[src/rtl/switch_cfg_pkg.sv]
// ---------------------------------------------------------------------------
// switch_cfg_pkg
// Shared types and constants for the switch memory-config arbiter:
// FSM state encoding, address/data widths, default requester count and
// timeout, and an index-width helper that stays >= 1 for degenerate sizes.
// ---------------------------------------------------------------------------
package switch_cfg_pkg;

    localparam int ADDR_W      = 8;
    localparam int DATA_W      = 8;
    localparam int NUM_REQ_DEF = 4;
    localparam int TIMEOUT_DEF = 16;

    typedef enum logic [1:0] {
        ST_IDLE   = 2'd0,
        ST_ACCESS = 2'd1,
        ST_DONE   = 2'd2
    } state_t;

    // Width of an index into n items; a single item still needs one bit.
    function automatic int idx_width(input int n);
        return (n > 1) ? $clog2(n) : 1;
    endfunction

endpackage

[src/rtl/cfg_rr_picker.sv]
// ---------------------------------------------------------------------------
// cfg_rr_picker
// Combinational round-robin winner search. Scans the request vector starting
// at rr_ptr and moving upward with wrap; the first set bit wins.
//
// Ports:
//   req     in   NUM_REQ  request vector
//   rr_ptr  in   IDX_W    index to start the search from
//   winner  out  IDX_W    index of the winning requester (0 when none)
//   any_req out  1        at least one request is set
// ---------------------------------------------------------------------------
module cfg_rr_picker
    import switch_cfg_pkg::*;
#(
    parameter  int NUM_REQ = NUM_REQ_DEF,
    localparam int IDX_W   = idx_width(NUM_REQ)
) (
    input  logic [NUM_REQ-1:0] req,
    input  logic [IDX_W-1:0]   rr_ptr,
    output logic [IDX_W-1:0]   winner,
    output logic               any_req
);

    int j;

    always_comb begin
        winner  = '0;
        any_req = 1'b0;
        j       = 0;
        for (int i = 0; i < NUM_REQ; i++) begin
            // Rotate the scan origin; rr_ptr is always < NUM_REQ, so one
            // subtraction is enough to wrap.
            j = int'(rr_ptr) + i;
            if (j >= NUM_REQ) j = j - NUM_REQ;
            if (!any_req && req[IDX_W'(j)]) begin
                any_req = 1'b1;
                winner  = IDX_W'(j);
            end
        end
    end

endmodule

[src/rtl/switch_cfg_arbiter.sv]
// ---------------------------------------------------------------------------
// switch_cfg_arbiter
// Arbitrates NUM_REQ configuration requesters onto the single switch
// memory-config port. Three-state FSM: IDLE picks a round-robin winner and
// latches its operands, ACCESS drives the port until mem_ack, DONE pulses
// req_done to the winner and advances the round-robin pointer.
// Every output is registered.
//
// Optional feature macro: SWITCH_CFG_ARB_TIMEOUT_EN
//   defined   -> ACCESS aborts after TIMEOUT_CYC cycles without mem_ack,
//                completing with req_err=1 and req_rd_data=0.
//   undefined -> ACCESS waits for mem_ack forever, req_err is always 0.
//
// Ports:
//   clk, rst_n         clock, async active-low reset
//   req                in   NUM_REQ      access request, held until done
//   req_wr_rd_s        in   NUM_REQ      direction per requester (1=write)
//   req_addr           in   NUM_REQ x 8  address per requester
//   req_wr_data        in   NUM_REQ x 8  write data per requester
//   req_done           out  NUM_REQ      one-cycle completion pulse
//   req_rd_data        out  8            read data, valid with req_done
//   req_err            out  1            timeout abort, valid with req_done
//   busy               out  1            FSM not in IDLE
//   mem_sel_en         out  1            port select, high during ACCESS
//   mem_wr_rd_s        out  1            port direction
//   mem_addr           out  8            port address
//   mem_wr_data        out  8            port write data
//   mem_rd_data        in   8            port read data
//   mem_ack            in   1            port acknowledge
// ---------------------------------------------------------------------------
module switch_cfg_arbiter
    import switch_cfg_pkg::*;
#(
    parameter int NUM_REQ     = NUM_REQ_DEF,
    parameter int TIMEOUT_CYC = TIMEOUT_DEF
) (
    input  logic                           clk,
    input  logic                           rst_n,
    input  logic [NUM_REQ-1:0]             req,
    input  logic [NUM_REQ-1:0]             req_wr_rd_s,
    input  logic [NUM_REQ-1:0][ADDR_W-1:0] req_addr,
    input  logic [NUM_REQ-1:0][DATA_W-1:0] req_wr_data,
    output logic [NUM_REQ-1:0]             req_done,
    output logic [DATA_W-1:0]              req_rd_data,
    output logic                           req_err,
    output logic                           busy,
    output logic                           mem_sel_en,
    output logic                           mem_wr_rd_s,
    output logic [ADDR_W-1:0]              mem_addr,
    output logic [DATA_W-1:0]              mem_wr_data,
    input  logic [DATA_W-1:0]              mem_rd_data,
    input  logic                           mem_ack
);

    localparam int IDX_W = idx_width(NUM_REQ);

    state_t             state, state_nxt;
    logic [IDX_W-1:0]   rr_ptr;
    logic [IDX_W-1:0]   win_q;
    logic [IDX_W-1:0]   pick;
    logic               any_req;
    logic               grant;
    logic               timed_out;

    // Operands captured at grant; later requester changes are ignored.
    logic               op_wr;
    logic [ADDR_W-1:0]  op_addr;
    logic [DATA_W-1:0]  op_data;

    logic               sel_nxt;
    logic               wr_nxt;
    logic [ADDR_W-1:0]  addr_nxt;
    logic [DATA_W-1:0]  data_nxt;
    logic [NUM_REQ-1:0] done_nxt;
    logic [DATA_W-1:0]  rd_nxt;
    logic               err_nxt;

    cfg_rr_picker #(.NUM_REQ(NUM_REQ)) u_picker (
        .req     (req),
        .rr_ptr  (rr_ptr),
        .winner  (pick),
        .any_req (any_req)
    );

`ifdef SWITCH_CFG_ARB_TIMEOUT_EN
    localparam int TO_W = idx_width(TIMEOUT_CYC);
    logic [TO_W-1:0] to_cnt;

    // Counts ACCESS cycles that ended without mem_ack; restarted at grant.
    always_ff @(posedge clk or negedge rst_n) begin
        if (!rst_n) begin
            to_cnt <= '0;
        end else if (grant) begin
            to_cnt <= '0;
        end else if (state == ST_ACCESS) begin
            to_cnt <= to_cnt + 1'b1;
        end
    end

    assign timed_out = (to_cnt == TO_W'(TIMEOUT_CYC - 1));
`else
    logic unused_timeout;
    assign unused_timeout = ^TIMEOUT_CYC;
    assign timed_out      = 1'b0;
`endif

    // Next-state and next-output logic. Outputs are computed one cycle
    // ahead so they can all come straight from flops.
    always_comb begin
        state_nxt = state;
        grant     = 1'b0;
        sel_nxt   = 1'b0;
        wr_nxt    = 1'b0;
        addr_nxt  = '0;
        data_nxt  = '0;
        done_nxt  = '0;
        rd_nxt    = '0;
        err_nxt   = 1'b0;
        case (state)
            ST_IDLE: begin
                if (any_req) begin
                    state_nxt = ST_ACCESS;
                    grant     = 1'b1;
                    sel_nxt   = 1'b1;
                    wr_nxt    = req_wr_rd_s[pick];
                    addr_nxt  = req_addr[pick];
                    data_nxt  = req_wr_data[pick];
                end
            end
            ST_ACCESS: begin
                if (mem_ack) begin
                    state_nxt       = ST_DONE;
                    done_nxt[win_q] = 1'b1;
                    rd_nxt          = op_wr ? '0 : mem_rd_data;
                end else if (timed_out) begin
                    state_nxt       = ST_DONE;
                    done_nxt[win_q] = 1'b1;
                    err_nxt         = 1'b1;
                end else begin
                    sel_nxt  = 1'b1;
                    wr_nxt   = op_wr;
                    addr_nxt = op_addr;
                    data_nxt = op_data;
                end
            end
            ST_DONE: begin
                state_nxt = ST_IDLE;
            end
            default: begin
                state_nxt = ST_IDLE;
            end
        endcase
    end

    always_ff @(posedge clk or negedge rst_n) begin
        if (!rst_n) begin
            state <= ST_IDLE;
        end else begin
            state <= state_nxt;
        end
    end

    always_ff @(posedge clk or negedge rst_n) begin
        if (!rst_n) begin
            rr_ptr  <= '0;
            win_q   <= '0;
            op_wr   <= 1'b0;
            op_addr <= '0;
            op_data <= '0;
        end else begin
            if (grant) begin
                win_q   <= pick;
                op_wr   <= req_wr_rd_s[pick];
                op_addr <= req_addr[pick];
                op_data <= req_wr_data[pick];
            end
            if (state == ST_DONE) begin
                rr_ptr <= (win_q == IDX_W'(NUM_REQ - 1)) ? '0 : win_q + 1'b1;
            end
        end
    end

    always_ff @(posedge clk or negedge rst_n) begin
        if (!rst_n) begin
            mem_sel_en  <= 1'b0;
            mem_wr_rd_s <= 1'b0;
            mem_addr    <= '0;
            mem_wr_data <= '0;
            req_done    <= '0;
            req_rd_data <= '0;
            req_err     <= 1'b0;
            busy        <= 1'b0;
        end else begin
            mem_sel_en  <= sel_nxt;
            mem_wr_rd_s <= wr_nxt;
            mem_addr    <= addr_nxt;
            mem_wr_data <= data_nxt;
            req_done    <= done_nxt;
            req_rd_data <= rd_nxt;
            req_err     <= err_nxt;
            busy        <= (state_nxt != ST_IDLE);
        end
    end

endmodule

[config.mk]
export PLATFORM = sky130hd
export DESIGN_NAME = switch_cfg_arbiter
export DESIGN_NICKNAME = d
export VERILOG_FILES = /design/src/rtl/switch_cfg_pkg.sv /design/src/rtl/cfg_rr_picker.sv /design/src/rtl/switch_cfg_arbiter.sv
export SDC_FILE = /design/constraint.sdc
export NUM_CORES = 1
export LEC_CHECK = 0
export ABC_AREA = 1
export ABC_CLOCK_PERIOD_IN_PS = 5100
export CAP_MARGIN = 20
export CORE_MARGIN = 10
export CORE_UTILIZATION = 48
export DETAILED_ROUTE_END_ITERATION = 7
export GPL_ROUTABILITY_DRIVEN = 0
export PLACE_DENSITY = 0.95
export SETUP_SLACK_MARGIN = 0.3
export SLEW_MARGIN = 20
export SYNTH_ARGS = -nofsm -noshare
export SYNTH_HDL_FRONTEND = slang
export SYNTH_SLANG_ARGS = --single-unit
[constraint.sdc]
create_clock -name clk -period 5.1 [get_ports clk]
set_input_delay 1.02 -clock clk [delete_from_list [all_inputs] [get_ports clk]]
set_output_delay 1.02 -clock clk [all_outputs]
set_load 0.01 [all_outputs]
==> results of run 1 <==
through the flow:
| step | instances | instance area, um2 | power (mW) | utilization (%) |
|---|---|---|---|---|
| after CTS | 601 | 4220 | 2.58 | 70.5 |
| after global placement | 593 | 4130 | 2.25 | 68.9 |
| after global routing | 601 | 4220 | 2.85 | 70.5 |
| after detailed placement | 593 | 4130 | 2.34 | 68.9 |
| after floorplan | 419 | 3000 | 1.93 | - |
| final | 601 | 4220 | 2.59 | 70.5 |
critical path: cells and delay by family:
| kind | cells | cell delay [ns] |
|---|---|---|
| buffers and inverters | 3 | 0.62 |
| AND/OR/NAND/NOR | 8 | 1.69 |
metal layers:
layer  track usage (%)  wire, um
met1              19.8      3360
met2              30.5      4420
met3              4.89       603
met4              4.52       131
met5                 0         0
sequential cells by signal (all words and copies together) (netlist names):
name	flops
busy	1
req_done	4
mem_sel_en	1
mem_wr_rd_s	1
op_data	8
state	2
win_q	2
op_addr	8
op_wr	1
mem_addr	8
rr_ptr	2
req_rd_data	8
mem_wr_data	8
synthesized netlist by cell type (3+ instances only):
master and instances:
a21oi_1 3, buf_2 5, buf_4 4, buf_6 3
dfrtp_1 54, ha_1 4, inv_1 40, inv_2 5
nand2_1 200, nand2_2 7, nand3_1 38, nand3_2 4
nand4_1 14, nor2_1 20, nor2_2 3, o21ai_0 4
kinds of logic (layout without fill, tap and decap cells):
family,count (synthesis),after routing,synth area share (%)
AND/OR/NAND/NOR,290,290,42.4
flip-flops,54,54,45.1
buffers and inverters,62,169,9.30
adder cells (fa/ha/maj),4,4,1.67
AO/OA/AOI/OAI,8,8,1.42
other,1,1,0.125
worst max path at each step:
stage / startpoint / to / slack (ns) / cells past startpoint
floorplan: req[3] / mem_addr[2] / 2.85 / 13
global placement: req[3] / mem_wr_data[7] / 1.80 / 11
detailed placement: req[3] / op_data[4] / 1.71 / 11
CTS: req[3] / mem_wr_data[1] / 2.03 / 11
global route: req[2] / mem_wr_data[7] / 1.72 / 15
finish: req[3] / mem_wr_data[5] / 2.02 / 11
power breakdown:
part           switching (mW)  total [mW]  internal [mW]
Clock                   0.151       0.251         0.0995
Combinational            1.05        1.63          0.584
Sequential             0.0964       0.702          0.606
area by class of cell:
type	count	share of cell area, %
Clock buffer	5	1.63
Clock inverter	3	0.593
Inverter	47	4.24
Multi-Input combinational cell	303	32.5
Sequential cell	54	32.0
Tap cell	75	2.22
Timing Repair Buffer	114	26.8
==> summary.txt, run 1 <==
Cells after Synth: 419
Hold Fails Final Rpt: 0
hpwl dp: 6.51 mm
Detailed Routing Iterations Pass 1: 4
layout net count: 612
CTS Hold Bufs: 0
worst path cell trace: clkdlybuf4s50_1, inv_1, nand2_1, nand3_1, nand2_1, inv_1, nand3_4, nand2_2, nor2_2, nand2_1, nand3_1
max-cap violations: 0
final setup TNS: 0 ns
Reg2Reg Setup Slack: 2.45 ns
wire per inst: 14.2 um
number of global-route vias before repair: 2,984
final hold slack: 0.484 ns
worst-path fanout max: 27
via count: 2,972
Die Y: 99.0 um
actual slew at the worst max-slew pin: 0.735 ns
Most Frequent Cell on Critical Path: nand2_1
Mean Syn Cell Area: 7.16 um2
Die X: 99.0 um
Main synth FF type: dfrtp_1
most common cell after layout, fill and taps aside: nand2_1
Clock Path Buffers: 2
sequential area share after synthesis: 45.1%
Leak: 2.23 nW
drt drc: 0
Std-Cell Rows: 28
clk sinks: 54
Worst Setup Start Kind: input pin
Worst Skew: 0.0141 ns
Register Area: 1350 um2
final worst path period share: 60.5%
FF-to-FF path depth: 10
Routed Antenna Nets: 0
Slowest-stage cell, CP: nor2_2
Overflow after GRT: 0
Netlist Area Pre-Place: 3000 um2
HP Class: reg2reg
Area growth, synth to finish: 40.8%
EDFF count, synth: 0
max-slew violation count: 0
clk_lat worst skew: 0.32 ns
maximum vdd drop: 0.348 mV
Antenna Cells: 0
Core ar.: 5990 um2
clock root cell: clkbuf_8
asr flop ratio synth: 100%
clock-pin slew on the worst setup and hold paths: 0.10 ns
antenna violations before repair: 0
pwr dens: 613 nW/um2
# port buffers: 113
global-route wire length before repair: 14.3 mm
Critical Path Sink Type: register
Synth top area share: 45.1%
Starting Density: 50.1%
# IOs: 115
RSZ-0062 raised after global routing: false
post-layout min period: 3.08 ns
hold worst-path end: mem_wr_data[2]
crit-path max cell delay: 0.53 ns
commonest cells after routing, fill and taps aside: 200 x nand2_1, 112 x clkdlybuf4s50_1, 54 x dfrtp_1
H-tree depth: 2
Synth Warn #: 0
Synth area leaders: dfrtp_1 45%, nand2_1 25%, nand3_1 6.3%
CP Data Required Time: 5.35 ns
Num CTS Buffers: 5
vias per inst: 4.95
Place WS: 1.71 ns
hold_sp: op_data[2]
FILL cells: 433
hold depth: 2
share of cells above drive strength 1: 6.65%
Arr. time, crit path: 3.34 ns
largest net degree at the start of global routing: 55
RR Startpoint: rr_ptr[0]
status: finished clean
die area: 9810 um2
post-CTS setup buffers: 0
Cell variety after synth: 25
post-cts gate resize count: 0
f_max: 324 MHz
CTS tree: done
Max-slew headroom: 50.9%
RR Endpoint: mem_wr_data[5]
final setup vio count: 0
area leader, netlist: dfrtp_1
final WL: 8.51 mm
syn_nets: 506
final worst slack: 2.02 ns
initial detailed-routing violation count: 215
Synth Register Bits: 54
area used by multi-input combinational logic: 1370 um2
total track usage: 17.2%
critical path class: in2reg
(Power assumes the default switching activity.)
==> run 2: changes to the inputs <==
--- a/config.mk
+++ b/config.mk
@@ -6,13 +6,13 @@
 export NUM_CORES = 1
 export LEC_CHECK = 0
 export ABC_AREA = 1
-export ABC_CLOCK_PERIOD_IN_PS = 5100
+export ABC_CLOCK_PERIOD_IN_PS = 2800
 export CAP_MARGIN = 20
 export CORE_MARGIN = 10
-export CORE_UTILIZATION = 48
+export CORE_UTILIZATION = 40
 export DETAILED_ROUTE_END_ITERATION = 7
 export GPL_ROUTABILITY_DRIVEN = 0
-export PLACE_DENSITY = 0.95
+export PLACE_DENSITY = 0.88
 export SETUP_SLACK_MARGIN = 0.3
 export SLEW_MARGIN = 20
 export SYNTH_ARGS = -nofsm -noshare
==> constraint.sdc (replaced) <==
create_clock -name clk -period 2.8 [get_ports clk]
set_input_delay 0.56 -clock clk [delete_from_list [all_inputs] [get_ports clk]]
set_output_delay 0.56 -clock clk [all_outputs]
set_load 0.01 [all_outputs]
==> run 2 against run 1 <==
Clock skew decreased by 0.010 ns. Cell count increased by 5.3%. Design area increased by 2.7%. First-iteration DRC count decreased by 28%. Register-to-register slack got worse by 1.9 ns. Combinational power increased by 100%. Sequential share of layout area decreased by 0.80 points. Critical path depth increased by 2.
==> summary.txt, run 2 (synthesis results as in run 1) <==
total track usage: 15.0%
worst-path fanout max: 18
dpl cells: 621
Core ar.: 7250 um2
Std-Cell Rows: 31
Routed Antenna Nets: 0
commonest cells after routing, fill and taps aside: 200 x nand2_1, 112 x clkdlybuf4s50_1, 53 x dfrtp_1
FF-to-FF path depth: 12
# port buffers: 113
largest net degree at the start of global routing: 38
global-route wire length before repair: 14.3 mm
Starting Density: 41.3%
post-layout min period: 2.37 ns
CTS tree: done
Leak: 2.28 nW
die area: 11,400 um2
number of global-route vias before repair: 3,127
Max-slew headroom: 48.2%
layout net count: 620
actual slew at the worst max-slew pin: 0.776 ns
share of cells above drive strength 1: 8.24%
Detailed Routing Iterations Pass 1: 4
drt drc: 0
post-route cell area: 4340 um2
FILL cells: 651
Worst Skew: 0.00403 ns
Die Y: 107 um
most common cell after layout, fill and taps aside: nand2_1
Overflow after GRT: 0
Die X: 107 um
antenna violations before repair: 0
critical path class: in2reg
placed instance area: 4190 um2
maximum vdd drop: 0.383 mV
max-slew violation count: 0
Worst Setup Start Kind: input pin
RR Endpoint: mem_addr[1]
Area growth, synth to finish: 44.6%
final setup TNS: 0 ns
status: finished clean
final worst path period share: 84.6%
pwr dens: 1150 nW/um2
f_max: 422 MHz
HP Class: in2async
Arr. time, crit path: 2.62 ns
Antenna Cells: 0
Num CTS Buffers: 5
RR Startpoint: rr_ptr[0]
Clock Path Buffers: 2
H-tree depth: 2
clock root cell: clkbuf_8
Final Non-Filler Cells: 633
initial detailed-routing violation count: 155
clk_lat worst skew: 0.31 ns
clock-pin slew on the worst setup and hold paths: 0.10 ns
Reg2Reg Setup Slack: 0.51 ns
wire per inst: 14.4 um
# IOs: 115
vias per inst: 4.85
final hold slack: 0.148 ns
max-cap violations: 0
hpwl dp: 6.90 mm
RSZ-0062 raised after global routing: false
final setup vio count: 0
clk sinks: 54
CP Data Required Time: 3.05 ns
via count: 3,070
Critical Path Sink Type: register
Hold Fails Final Rpt: 0
Power Total: 4.99 mW
final WL: 9.10 mm
run 2: through the flow:
stage | setup slack, ns | utilization (%)
2_1_floorplan | 1.01 | -
3_3_place_gp | 0.138 | 57.7
3_5_place_dp | 0.0000249 | 57.8
4_1_cts | 0.316 | 59.1
5_1_grt | 0.313 | 59.8
6_report | 0.431 | 59.8
run 2: worst max-delay path, stage by stage:
cell,delay [ns]
clkdlybuf4s50_1,0.48
inv_1,0.06
nand2_1,0.09
nand3_2,0.10
nand2_2,0.15
nor2_8,0.06
nand3_4,0.19
nand3_2,0.42
nand2_1,0.18
nand3_1,0.09
nand2_1,0.07
nand2_1,0.07
nand2_1,0.08
run 2: timing repair:
action                                 CTS  global route
setup buffers                            0             3
hold buffers                             0             0
endpoints found under the hold margin    0             0
setup endpoints to repair                0            34
resized for setup                        0             2
run 2: layout make-up:
type	instances	area (um2)	area share (%)
Sequential cell	54	1350	31.2
Clock buffer	5	68.8	1.59
Inverter	47	179	4.13
Tap cell	99	124	2.86
Timing Repair Buffer	121	1200	27.6
Clock inverter	3	26.3	0.606
Multi-Input combinational cell	304	1390	32.0
run 2: report_power, final:
part           internal, mW  switching (mW)
Combinational          1.24            2.03
Sequential             1.11           0.182
Clock                 0.181           0.261
run 2: how the worst max path moves through the flow:
stage	startpoint	endpoint	slack (ns)	cells after the start
floorplan	req[3]	mem_addr[2]	1.01	13
global placement	req[3]	mem_wr_data[7]	0.14	13
detailed placement	req[3]	mem_wr_data[7]	0.00002	13
CTS	rr_ptr[0]	mem_wr_data[7]	0.32	12
global route	req[0]	mem_addr[1]	0.31	13
finish	req[3]	mem_addr[1]	0.43	13
run 2: metal layers:
layer  part of all wire [%]  vias to the layer above  track usage (%)
met5                      0                        -                0
met4                    2.4                        0             4.84
met3                    7.6                       20             4.79
met2                     53                      103             27.6
met1                     37                     1436             15.9
li1                       -                     1511                -
